### src/rtl/phase_bus_board_responder_pkg.sv
// Phase Bus shared definitions: port map, board codes, mux FSM states.
// Also imported by the command state machines on the master side.
package phase_bus_pkg;

  localparam logic [2:0] OUT_LATCH = 3'd0;
  localparam logic [2:0] IN_PORT   = 3'd1;
  localparam logic [2:0] PORT_MUX  = 3'd3;
  localparam logic [2:0] ADC_HIGH  = 3'd4;
  localparam logic [2:0] ADC_LOW   = 3'd5;

  localparam logic [3:0] BOARD_ALL = 4'd5;

  typedef logic [1:0] mux_state_t;

  localparam mux_state_t MUX_IDLE  = 2'd0;
  localparam mux_state_t MUX_ARMED = 2'd1;
  localparam mux_state_t MUX_CONV  = 2'd2;

  typedef enum logic {
    ENABLE  = 1'b0,
    DISABLE = 1'b1
  } strobe_e;

  function automatic logic [7:0] read_mux(
    input logic [2:0]  port,
    input logic [7:0]  pins,
    input logic [15:0] result,
    input logic [7:0]  latch
  );
    logic [7:0] d;
    d = 8'hFF;
    unique case (1'b1)
      (port == IN_PORT):   d = pins;
      (port == ADC_HIGH):  d = result[15:8];
      (port == ADC_LOW):   d = result[7:0];
      (port == OUT_LATCH): d = latch;
      default:             d = 8'hFF;
    endcase
    return d;
  endfunction

endpackage

### src/rtl/phase_bus_board_responder_if.sv
// Card-side Phase Bus signals between the master and one responder.
// The master owns select, address, strobes and its data; the card owns readback.
interface phase_bus_board_responder_if;

  logic [3:0] BOARD_X;
  logic [2:0] AddessPortPin;
  logic       RdP;
  logic       WrP;
  logic [7:0] bus_data_in;
  logic       master_data_dir;
  logic [7:0] bus_data_out;
  logic       bus_drive_en;

  modport master (
    output BOARD_X,
    output AddessPortPin,
    output RdP,
    output WrP,
    output bus_data_in,
    output master_data_dir,
    input  bus_data_out,
    input  bus_drive_en
  );

  modport slave (
    input  BOARD_X,
    input  AddessPortPin,
    input  RdP,
    input  WrP,
    input  bus_data_in,
    input  master_data_dir,
    output bus_data_out,
    output bus_drive_en
  );

endinterface

### src/rtl/phase_bus_board_responder_sync.sv
// Two-flop strobe synchroniser with registered edge detect.
// Resets to the idle (deasserted-high) level so release never fakes an edge.
module pb_strobe_sync #(
  parameter logic RESET_VAL = 1'b1
) (
  input  logic clock,
  input  logic reset,
  input  logic d,
  output logic q,
  output logic rise,
  output logic fall
);

  logic meta;
  logic q_d;

  always_ff @(posedge clock or negedge reset) begin
    if (!reset) begin
      meta <= RESET_VAL;
      q    <= RESET_VAL;
      q_d  <= RESET_VAL;
    end else begin
      meta <= d;
      q    <= meta;
      q_d  <= q;
    end
  end

  assign rise = q & ~q_d;
  assign fall = ~q & q_d;

endmodule

### src/rtl/phase_bus_board_responder.sv
// Emulated Phase Bus I/O card: register writes, readback drive,
// and the mux-latch / ADC-start handshake used by pb_adc4.
module phase_bus_board_responder
  import phase_bus_pkg::*;
#(
  parameter logic [3:0] BOARD_ID        = 4'd1,
  parameter logic [3:0] BOARD_ALL_CODE  = BOARD_ALL,
  parameter int         CLOCK_FREQUENCY = 27000000
) (
  input  logic        clock,
  input  logic        reset,
  phase_bus_board_responder_if.slave bus,
  output logic [7:0]  out_latch,
  input  logic [7:0]  in_pins,
  output logic [2:0]  adc_channel,
  output logic        adc_start,
  input  logic        adc_done,
  input  logic [15:0] adc_result,
  output logic        adc_busy,
  output logic        proto_error
);

  logic       rd_q, rd_rise, rd_fall;
  logic       wr_q, wr_rise, wr_fall;
  logic [3:0] board_m, board_s;
  logic [2:0] addr_m, addr_s;
  logic [7:0] data_m, data_s;
  logic [7:0] pins_m, pins_s;
  logic       dir_m, dir_s;

  pb_strobe_sync u_rd_sync (
    .clock (clock),
    .reset (reset),
    .d     (bus.RdP),
    .q     (rd_q),
    .rise  (rd_rise),
    .fall  (rd_fall)
  );

  pb_strobe_sync u_wr_sync (
    .clock (clock),
    .reset (reset),
    .d     (bus.WrP),
    .q     (wr_q),
    .rise  (wr_rise),
    .fall  (wr_fall)
  );

  always_ff @(posedge clock or negedge reset) begin
    if (!reset) begin
      board_m <= '0;
      board_s <= '0;
      addr_m  <= '0;
      addr_s  <= '0;
      data_m  <= '0;
      data_s  <= '0;
      pins_m  <= '0;
      pins_s  <= '0;
      dir_m   <= 1'b0;
      dir_s   <= 1'b0;
    end else begin
      board_m <= bus.BOARD_X;
      board_s <= board_m;
      addr_m  <= bus.AddessPortPin;
      addr_s  <= addr_m;
      data_m  <= bus.bus_data_in;
      data_s  <= data_m;
      pins_m  <= in_pins;
      pins_s  <= pins_m;
      dir_m   <= bus.master_data_dir;
      dir_s   <= dir_m;
    end
  end

  logic sel_wr, sel_rd;
  logic both_low, both_low_d;
  logic wr_clean, wr_hit, mux_wr;
  logic drive_req;

  assign sel_wr = (board_s == BOARD_ID) ||
                  (board_s == BOARD_ALL_CODE);
  assign sel_rd = (board_s == BOARD_ID);

  assign both_low = (rd_q == ENABLE) &&
                    (wr_q == ENABLE);

  // A write pulse that ever overlapped RdP is poisoned until the next fall
  assign wr_hit = wr_rise && wr_clean && sel_wr;
  assign mux_wr = wr_hit && (addr_s == PORT_MUX);

  assign drive_req = (rd_q == ENABLE) &&
                     (wr_q == DISABLE) &&
                     sel_rd && !dir_s;

  mux_state_t mux_state;
  logic [15:0] result;
  logic        drive_en;
  logic [7:0]  data_out;

  always_ff @(posedge clock or negedge reset) begin
    if (!reset) begin
      both_low_d  <= 1'b0;
      proto_error <= 1'b0;
      wr_clean    <= 1'b0;
      out_latch   <= '0;
      adc_channel <= '0;
      adc_start   <= 1'b0;
      adc_busy    <= 1'b0;
      result      <= '0;
      mux_state   <= MUX_IDLE;
      drive_en    <= 1'b0;
      data_out    <= '0;
    end else begin
      both_low_d <= both_low;
      if (both_low && both_low_d)
        proto_error <= 1'b1;

      if (wr_fall)
        wr_clean <= (rd_q == DISABLE);
      else if (both_low)
        wr_clean <= 1'b0;

      if (wr_hit && (addr_s == OUT_LATCH))
        out_latch <= data_s;

      adc_start <= 1'b0;
      case (mux_state)
        MUX_IDLE: begin
          if (mux_wr) begin
            adc_channel <= data_s[2:0];
            mux_state   <= MUX_ARMED;
          end
        end
        MUX_ARMED: begin
          if (mux_wr) begin
            adc_start <= 1'b1;
            adc_busy  <= 1'b1;
            mux_state <= MUX_CONV;
          end
        end
        MUX_CONV: begin
          if (adc_done) begin
            result    <= adc_result;
            adc_busy  <= 1'b0;
            mux_state <= MUX_IDLE;
          end
        end
        default: mux_state <= MUX_IDLE;
      endcase

      // Readback is frozen at the first drive cycle and held until release
      drive_en <= drive_req;
      if (drive_req && !drive_en)
        data_out <= read_mux(addr_s, pins_s,
                             result, out_latch);
      else if (!drive_req)
        data_out <= '0;
    end
  end

  assign bus.bus_drive_en = drive_en;
  assign bus.bus_data_out = data_out;

  logic unused_ok;
  assign unused_ok = ^{CLOCK_FREQUENCY, rd_rise, rd_fall};

endmodule

### src/flat_wrapper.sv
// flat-port wrapper written by rule: the top's interface ports become plain ports
module phase_bus_board_responder_flat import phase_bus_pkg::*;
#(
  parameter logic [3:0] BOARD_ID        = 4'd1,
  parameter logic [3:0] BOARD_ALL_CODE  = BOARD_ALL,
  parameter int         CLOCK_FREQUENCY = 27000000
)
  (clock, reset, out_latch, in_pins, adc_channel, adc_start, adc_done, adc_result, adc_busy, proto_error, bus_BOARD_X, bus_AddessPortPin, bus_RdP, bus_WrP, bus_bus_data_in, bus_master_data_dir, bus_bus_data_out, bus_bus_drive_en);
  phase_bus_board_responder_if bus_i ();
  input  logic clock;
  input  logic reset;
  output logic [7:0] out_latch;
  input  logic [7:0] in_pins;
  output logic [2:0] adc_channel;
  output logic adc_start;
  input  logic adc_done;
  input  logic [15:0] adc_result;
  output logic adc_busy;
  output logic proto_error;
  input wire logic [$bits(bus_i.BOARD_X)-1:0] bus_BOARD_X;
  input wire logic [$bits(bus_i.AddessPortPin)-1:0] bus_AddessPortPin;
  input wire logic [$bits(bus_i.RdP)-1:0] bus_RdP;
  input wire logic [$bits(bus_i.WrP)-1:0] bus_WrP;
  input wire logic [$bits(bus_i.bus_data_in)-1:0] bus_bus_data_in;
  input wire logic [$bits(bus_i.master_data_dir)-1:0] bus_master_data_dir;
  output wire logic [$bits(bus_i.bus_data_out)-1:0] bus_bus_data_out;
  output wire logic [$bits(bus_i.bus_drive_en)-1:0] bus_bus_drive_en;
  assign bus_i.BOARD_X = bus_BOARD_X;
  assign bus_i.AddessPortPin = bus_AddessPortPin;
  assign bus_i.RdP = bus_RdP;
  assign bus_i.WrP = bus_WrP;
  assign bus_i.bus_data_in = bus_bus_data_in;
  assign bus_i.master_data_dir = bus_master_data_dir;
  assign bus_bus_data_out = bus_i.bus_data_out;
  assign bus_bus_drive_en = bus_i.bus_drive_en;
  phase_bus_board_responder #(.BOARD_ID(BOARD_ID), .BOARD_ALL_CODE(BOARD_ALL_CODE), .CLOCK_FREQUENCY(CLOCK_FREQUENCY)) u_core (.clock(clock), .reset(reset), .bus(bus_i), .out_latch(out_latch), .in_pins(in_pins), .adc_channel(adc_channel), .adc_start(adc_start), .adc_done(adc_done), .adc_result(adc_result), .adc_busy(adc_busy), .proto_error(proto_error));
endmodule
### config.mk
export PLATFORM = sky130hd
export DESIGN_NAME = phase_bus_board_responder_flat
export DESIGN_NICKNAME = d
export VERILOG_FILES = /design/src/rtl/phase_bus_board_responder_pkg.sv /design/src/rtl/phase_bus_board_responder_if.sv /design/src/rtl/phase_bus_board_responder_sync.sv /design/src/rtl/phase_bus_board_responder.sv /design/src/flat_wrapper.sv
export SDC_FILE = /design/constraint.sdc
export NUM_CORES = 1
export LEC_CHECK = 0
export CAP_MARGIN = 20
export CORE_MARGIN = 10
export CORE_UTILIZATION = 50
export CTS_BUF_LIST = sky130_fd_sc_hd__clkbuf_8 sky130_fd_sc_hd__clkbuf_16
export DETAILED_ROUTE_END_ITERATION = 10
export PLACE_DENSITY = 0.78
export SLEW_MARGIN = 20
export SYNTH_ARGS = -nofsm -noshare
export SYNTH_HDL_FRONTEND = slang
export SYNTH_SLANG_ARGS = --single-unit
### constraint.sdc
create_clock -name clock -period 2.2 [get_ports clock]
set_clock_uncertainty 0.05 [all_clocks]
set_input_delay 0.44 -clock clock [delete_from_list [all_inputs] [get_ports clock]]
set_output_delay 0.44 -clock clock [all_outputs]
set_load 0.02 [all_outputs]
### Word level (Yosys, flattened, before mapping)

Index checks and enable logic that the tools add are counted.

| storage, ports and cells | value |
|---|---|
| input port bits | 45 |
| flip-flop bits (word level) | 96 |
| output and inout port bits | 23 |
| word-level logic and storage cells | 78 |

| operators by class | value |
|---|---|
| equality and inequality tests | 12 |
| bitwise operators | 5 |
| mux-type cells | 14 |
| reductions and logical operators | 21 |

Operators by type and width:

| cell | number |
|---|---|
| $pmux 8 s4 | 1 |
| $mux 8 | 2 |
| $logic_and 1x1->1 | 10 |
| $eq 3x3->1 const B | 2 |
| $mux 1 | 6 |
| $mux 2 | 3 |
| $pmux 2 s3 | 1 |
| $reduce_and 3->1 | 2 |
| $eq 4x1->1 const B | 1 |
| $eq 4x3->1 const B | 1 |
| $ne 2x1->1 const B | 2 |
| $ne 2x2->1 const B | 2 |
| $reduce_and 2->1 | 2 |
| $reduce_bool 2->1 | 2 |
| $eq 3x1->1 const B | 1 |
| $eq 3x2->1 const B | 1 |
| $logic_not 3->1 | 1 |
| $not 1->1 | 3 |
| $and 1x1->1 | 2 |
| $eq 2x1->1 const B | 1 |
| $eq 2x2->1 const B | 1 |
| $logic_not 1->1 | 2 |
| $logic_not 2->1 | 1 |
| $pmux 1 s2 | 1 |
| $logic_or 1x1->1 | 1 |

### Longest topological paths before layout

Gate-level depths: netlist (run 1).

| logic depth | value |
|---|---|
| depth in word-level cells | 7 |
| mapped depth | 5 |
| depth with buffers taken out | 3 |

### By module

Synthesis (run 1) repeated with hierarchy kept, for this count alone.

| second synthesis, totals | value |
|---|---|
| cells, all modules | 185 |
| area total of the unflattened synthesis | 3254.4 µm² |

Modules (own cells, without submodules):

| module | cells each | area an instance (µm²) | instances |
|---|---|---|---|
| phase_bus_board_responder | 175 | 3066.7 | 1 |
| pb_strobe_sync | 5 | 93.8 | 2 |

### Least setup slack after synthesis (run 1)

No wires, ideal clock.

| path | value |
|---|---|
| path type | register to register |
| start | register u_core.addr_s[2] |
| end | register u_core.out_latch[0] |
| path buffers | 2 |
| arrival time | 1724 ps |
| setup time | 125 ps |
| stages on the path, launching flop included | 6 |
| setup slack | 301 ps |
| required time | 2025 ps |
| cells stage by stage | dfrtp_1 > buf_6 > or3b_1 > or4_1 > buf_6 > mux2_4 |

| on the way | value |
|---|---|
| word-level cells in the longest chain between the ends | 2 |

RTL lines:

| what | RTL line | source |
|---|---|---|
| start, declared | phase_bus_board_responder.sv:26 | `logic [2:0] addr_m, addr_s;` |
| start signal, assigned | phase_bus_board_responder.sv:65 | `addr_s <= addr_m;` |
| $logic_not 3->1 | phase_bus_board_responder.sv:123 | `if (wr_hit && (addr_s == OUT_LATCH))` |
| $logic_and 1x1->1 | phase_bus_board_responder.sv:123 |  |
| end signal, assigned | phase_bus_board_responder.sv:124 | `out_latch <= data_s;` |
| end, declared | phase_bus_board_responder.sv:13 | `output logic [7:0] out_latch,` |

No other way between the ends.
A chain may end at the register's enable or synchronous reset.

### Worst setup path after layout (run 1)

| path | value |
|---|---|
| start | register u_core.u_wr_sync.q |
| end | register u_core.out_latch[0] |

| on the way | value |
|---|---|
| word-level cells in the longest chain between the ends | 4 |

RTL lines:

| what | RTL line | source |
|---|---|---|
| start, declared | phase_bus_board_responder_sync.sv:9 | `output logic q,` |
| start signal, assigned | phase_bus_board_responder_sync.sv:24 | `q <= meta;` |
| $and 1x1->1 | phase_bus_board_responder_sync.sv:29 | `assign rise = q & ~q_d;` |
| $logic_and 1x1->1 (2 in series) | phase_bus_board_responder.sv:88 | `assign wr_hit = wr_rise && wr_clean && sel_wr;` |
| $logic_and 1x1->1 | phase_bus_board_responder.sv:123 |  |

No other way between the ends.

==> metrics, run 1 <==
outcome finished clean; initial antenna violation count 0; Hold Slack 0.00320 ns; antenna diode count 0; dpl hpwl 4790 um; NumNets Final 306; PD cells 813 mW/mm2; Max VDD drop roughly 500 uV; setup violators final 0; Root Buffer clkbuf_8; Clk pwr share 0.369; Slew Viols, Final 0; Clock Latency Late Sink 0.35 ns; top cell type by total area after synthesis dfrtp_1; highest clock rate 0.483 GHz; Min Clock Period, post-route 2.07 ns; Final Cell Area 0.00425 mm2; Yosys warnings 0; layout cells sized above 1 0.211; Starting DRT DRC Count 36; number of port buffers 67; Worst Setup Slack, final 0.130 ns; Setup WS pre-CTS ~0.14 ns; synthesized cell area 0.00324 mm2; hold buffer count at CTS 0; CTS tree done; Sw Share 0.217; DRT antenna net count 0; sum of negative setup slack 0 ns; GR Overflow Total 0; DRC 0; slew margin rel. 0.620; RSZ-0062 raised after global routing false; total track usage 0.138; sequential area share after synthesis 0.744; WL/cell 19.3 um; combinational share of power 0.079; Required @ worst endpoint 2.39 ns; Power Internal 2.71 mW; Synth top area share 0.703; largest net degree at the start of global routing 42; Tot Pwr 3.46 mW; Worst-Margin Slew around 0.57 ns; Final Hold Viols 0; Die Wd 100 um; CTS Buffer Depth 2; area delta synth->final 31.3%; syn_nets 228; ranking of synthesized cells by area dfrtp_1, mux2_2, mux4_1; FF+latch count, synth 96; Die Area 0.0101 mm2; H-tree levels 3; Die Height 100 um; placeable core area about 0.0063 mm2; vias 1,771; first-pass GRT wire length 10,600 um; syn_area_per_cell 17.7 um2; CP endpoint kind register; Reg clk slew, reported paths 0.09 ns; gp weighted congestion 0.725; Initial Util 0.513; DR pass1 iterations 4; CP Class register to register; Num Clock Sinks 96; vias in the first global route 2,006; Boundary Pins ~70; number of core rows 29; max-cap violations 0; R2R setup slack 0.13 ns; crit start category register; crit path DAT 2.26 ns; switching pwr 751 uW; Syn Inst Count 183; Final Cycle Share 0.941; commonest non-fill, non-tap cells in the layout dfrtp_1, clkdlybuf4s50_1, mux2_2; Synth cell types 28; Post-Route WL 6620 um; placed cell area 0.00402 mm2; Max FO, Critical Path 8; post-cts sizing count 0; Hold Crit Class input pin to asynchronous set/reset pin; drt via density 5.16; total CTS buffers 9; Reg power frac 0.552; Leak ~2.0 nW; most common cell after layout, fill and taps aside dfrtp_1; Setup Fix Bufs, Post-CTS 0
cells in the mapped netlist (all sizes together):
| master | number |
|---|---|
| nor2 | 13 |
| dfstp | 5 |
| a21o | 1 |
| mux4 | 8 |
| and2 | 1 |
| nand2 | 4 |
| nor3b | 1 |
| buf | 3 |
| nand4bb | 1 |
| mux2 | 27 |
| or3b | 1 |
| nor2b | 1 |
| a21oi | 1 |
| o31ai | 1 |
| inv | 4 |
| or4 | 2 |
| nand4 | 2 |
| nor4bb | 1 |
| clkbuf | 3 |
| nand2b | 1 |
| dfrtp | 91 |
| nand3b | 1 |
| o22ai | 6 |
| o21ai | 1 |
| nor3 | 2 |
| or2 | 1 |
worst max-delay path, cell delays in order (launching register included):
cell,delay [ns]
dfstp_2,0.57
nand4bb_1,0.14
or4_1,0.79
mux2_4,0.40
per-stage QoR:
step | instances | util
3_5_place_dp | 327 | 0.637
3_3_place_gp | 327 | 0.637
6_report | 343 | 0.674
4_1_cts | 343 | 0.674
2_1_floorplan | 183 | -
5_1_grt | 343 | 0.674
final cells by class:
| class | count | area, um2 |
|---|---|---|
| clock buffers | 10 | 138 |
| fillers | 445 | 2060 |
| clock inverters | 6 | 91.3 |
| repair buffers | 73 | 726 |
| multi-input cells | 77 | 778 |
| flip-flops and latches | 96 | 2410 |
| inverters | 4 | 15.0 |
| well taps | 77 | 96.3 |
final timing paths:
check,startpoint,end,cells past startpoint
worst max-delay path,u_core.u_wr_sync.q,u_core.out_latch[0],3
worst min-delay path,reset,u_core.result[7],1
worst max register to register,u_core.u_wr_sync.q,u_core.out_latch[0],3
worst min register to register,u_core.data_m[3],u_core.data_s[3],0
max in group asynchronous,reset,u_core.u_wr_sync.q,2
min in group clock,u_core.data_m[3],u_core.data_s[3],0
power by group through the flow:
stage          logic (mW)  clock network (mW)  registers [mW]
2_1_floorplan      0.0995                   0            1.94
3_3_place_gp        0.267                   0            1.94
3_5_place_dp        0.276                   0            1.95
4_1_cts             0.278                1.31            1.91
5_1_grt             0.297                1.38            1.92
6_report            0.272                1.28            1.91
per-layer routing:
metal	global-route usage	vias up	wire, um
li1	-	796	-
met2	0.234	51	3480
met1	0.152	914	2610
met5	0	-	0
met4	0.0598	0	102
met3	0.0494	10	430
flip-flops by register name, indices dropped and copies added (netlist names), 3 cells and up:
register and count:
u_core.adc_channel 3, u_core.addr_m 3, u_core.addr_s 3, u_core.board_m 4
u_core.board_s 4, u_core.bus.bus_data_out 8, u_core.data_m 8, u_core.data_s 8
u_core.out_latch 8, u_core.pins_m 8, u_core.pins_s 8, u_core.result 16
kinds of logic after synthesis:
family / after synthesis / synth area share
AOI/OAI and AO/OA: 10 / 0.0193
DFF: 96 / 0.744
and+or+nand+nor: 32 / 0.0529
buffers and inverters: 10 / 0.0162
muxes: 35 / 0.168
Power figures use the tool's default switching activity.
==> run 2, diff against run 1 <==
Settings changed: RECOVER_POWER from default to 100.
Clock period 2.2 ns to 2.3 ns, I/O delays scaled along.
==> metrics, run 2 (synthesis gave the netlist of run 1 again) <==
Hold Crit Class input pin to asynchronous set/reset pin; Max VDD drop 507 uV (+2.7%); highest clock rate 0.491 GHz (+1.6%); Critical Path Stages 3 (unchanged); dpl hpwl 4370 um (-8.9%); NumNets Final 305 (-0.33%); PD cells 736 mW/mm2 (-9.5%); Starting DRT DRC Count 71 (+97%); GR Overflow Total 0 (unchanged); critical-path cell list nand4bb_1 -> or4_1 -> mux2_1; Slowest-stage cell, CP or4_1; Worst-Margin Slew 0.963 ns (+0.393 ns); Final Hold Viols 0 (unchanged); Die Wd 100 um (unchanged); Setup Fix Bufs, Post-CTS 0 (unchanged); H-tree levels 3 (unchanged); slew margin rel. 0.358 (-0.262); CP Class register to register; Root Buffer clkbuf_8; Final Cell Area 0.00415 mm2 (-2.5%); Cell Count, Final, Fillers Out 342 (-0.29%); WL/cell 18.0 um (-6.5%); crit path DAT 2.22 ns (-0.04 ns); DRT antenna net count 0 (unchanged); layout cells sized above 1 0.162 (-0.0483); number of core rows 29 (unchanged); crit start category register; placed cell area 0.00402 mm2 (-0.19%); antenna diode count 0 (unchanged); vias in the first global route 1,971 (-1.7%); largest net degree at the start of global routing 57 (+36%); max reg flops 16 (unchanged); Die Height 100 um (unchanged); Finished Core Util 0.657 (-0.0166); max-cap violations 0 (unchanged); R2R setup slack 0.26 ns (+0.13 ns); sum of negative setup slack 0 ns (unchanged); placeable core area 0.00631 mm2 (unchanged); total CTS buffers 9 (unchanged); DRC 0 (unchanged); area delta synth->final 28.0%; gp weighted congestion 0.752 (+3.8%); reg2reg end u_core.out_latch[2]; number of port buffers 67 (unchanged); Initial Util 0.513 (unchanged); initial antenna violation count 0 (unchanged); drt via density 5.16 (about the same); hold buffer count at CTS 0 (unchanged); most common cell after layout, fill and taps aside dfrtp_1; CP Capture Point u_core.out_latch[2]; Min Clock Period, post-route 2.04 ns (-0.0326 ns); Post-Route WL 6170 um (-6.8%); CTS tree done; Critical Path Start u_core.u_wr_sync.q; Clock Latency Late Sink 0.36 ns (about the same); post-cts sizing count 0 (unchanged); DR pass1 iterations 4 (unchanged); Reg clk slew, reported paths 0.09 ns (about the same); Required @ worst endpoint 2.49 ns (+0.10 ns); CP endpoint kind register; Slew Viols, Final 0 (unchanged); outcome finished clean; Post-Place Cells 326 (-0.31%); Tot Pwr 3.05 mW (-12%); CP top delay family simple AND/OR/NAND/NOR gates; first-pass GRT wire length 9980 um (-5.5%); total track usage 0.131 (-0.00713); Leak 1.97 nW (+0.75%); Max FO, Critical Path 8 (unchanged); RSZ-0062 raised after global routing false; setup violators final 0 (unchanged); R2R depth 3 (unchanged); commonest non-fill, non-tap cells in the layout dfrtp_1, dlygate4sd3_1, mux2_2; Num Clock Sinks 96 (unchanged); WP buf/inv 0 (unchanged); RR Startpoint u_core.u_wr_sync.q; Max stage delay on crit path 0.72 ns (-0.07 ns); vias 1,765 (-0.34%); Boundary Pins 68 (unchanged); Die Area 0.0101 mm2 (unchanged); Final Cycle Share 0.886 (-0.0551); largest reg by FF count u_core.result; CTS Buffer Depth 2 (unchanged)
==> run 2: cell count changes in the layout (fill, tap and decap cells not counted), sizes merged <==
cell,change
clkinvlp,+2
dlygate4sd3,+50
buf,-5
clkdlybuf4s50,-50
clkbuf,+5
clkinv,-1
bufinv,-2
==> run 2: worst register-to-register path, cell delays in order (launching register included) <==
cell and delay, ns:
dfstp_1 0.59, nand4bb_1 0.17, or4_1 0.72, mux2_1 0.39
==> run 2: how the worst min path moves through the flow <==
stage                     start  cells after the start               end
2_1_floorplan             reset                      0   u_core.adc_busy
3_3_place_gp   u_core.data_m[1]                      0  u_core.data_s[1]
3_5_place_dp   u_core.data_m[2]                      0  u_core.data_s[2]
4_1_cts                   reset                      1  u_core.result[7]
5_1_grt                   reset                      1  u_core.result[7]
6_report                  reset                      1  u_core.result[7]
==> run 2: per-stage QoR <==
stage	hold slack, ns	setup WS (ns)
final	0.189	0.263
after global routing	0.242	0.166
after CTS	0.0111	0.239
after detailed placement	0.285	0.257
after global placement	0.282	0.302
after floorplan	0.114	0.401
==> run 2: layout make-up <==
class	instances	area (um2)
inverters	4	15.0
fillers	475	2170
repair buffers	72	696
well taps	77	96.3
clock inverters	5	32.5
multi-input cells	77	748
flip-flops and latches	96	2410
clock buffers	11	151
==> run 2: metal layers <==
metal,GRT usage,up-vias,wire (um)
met5,0,-,0
met4,0.0522,0,75
li1,-,802,-
met2,0.204,49,3140
met1,0.157,909,2600
met3,0.0549,5,354
==> run 2: report_power, final <==
group / internal [mW] / switching [mW] / leakage, nW
Sequential: 1.78 / 0.0404 / 1.18
Combinational: 0.136 / 0.0986 / 0.706
Clock: 0.448 / 0.547 / 0.0927
Total: 2.37 / 0.686 / 1.97
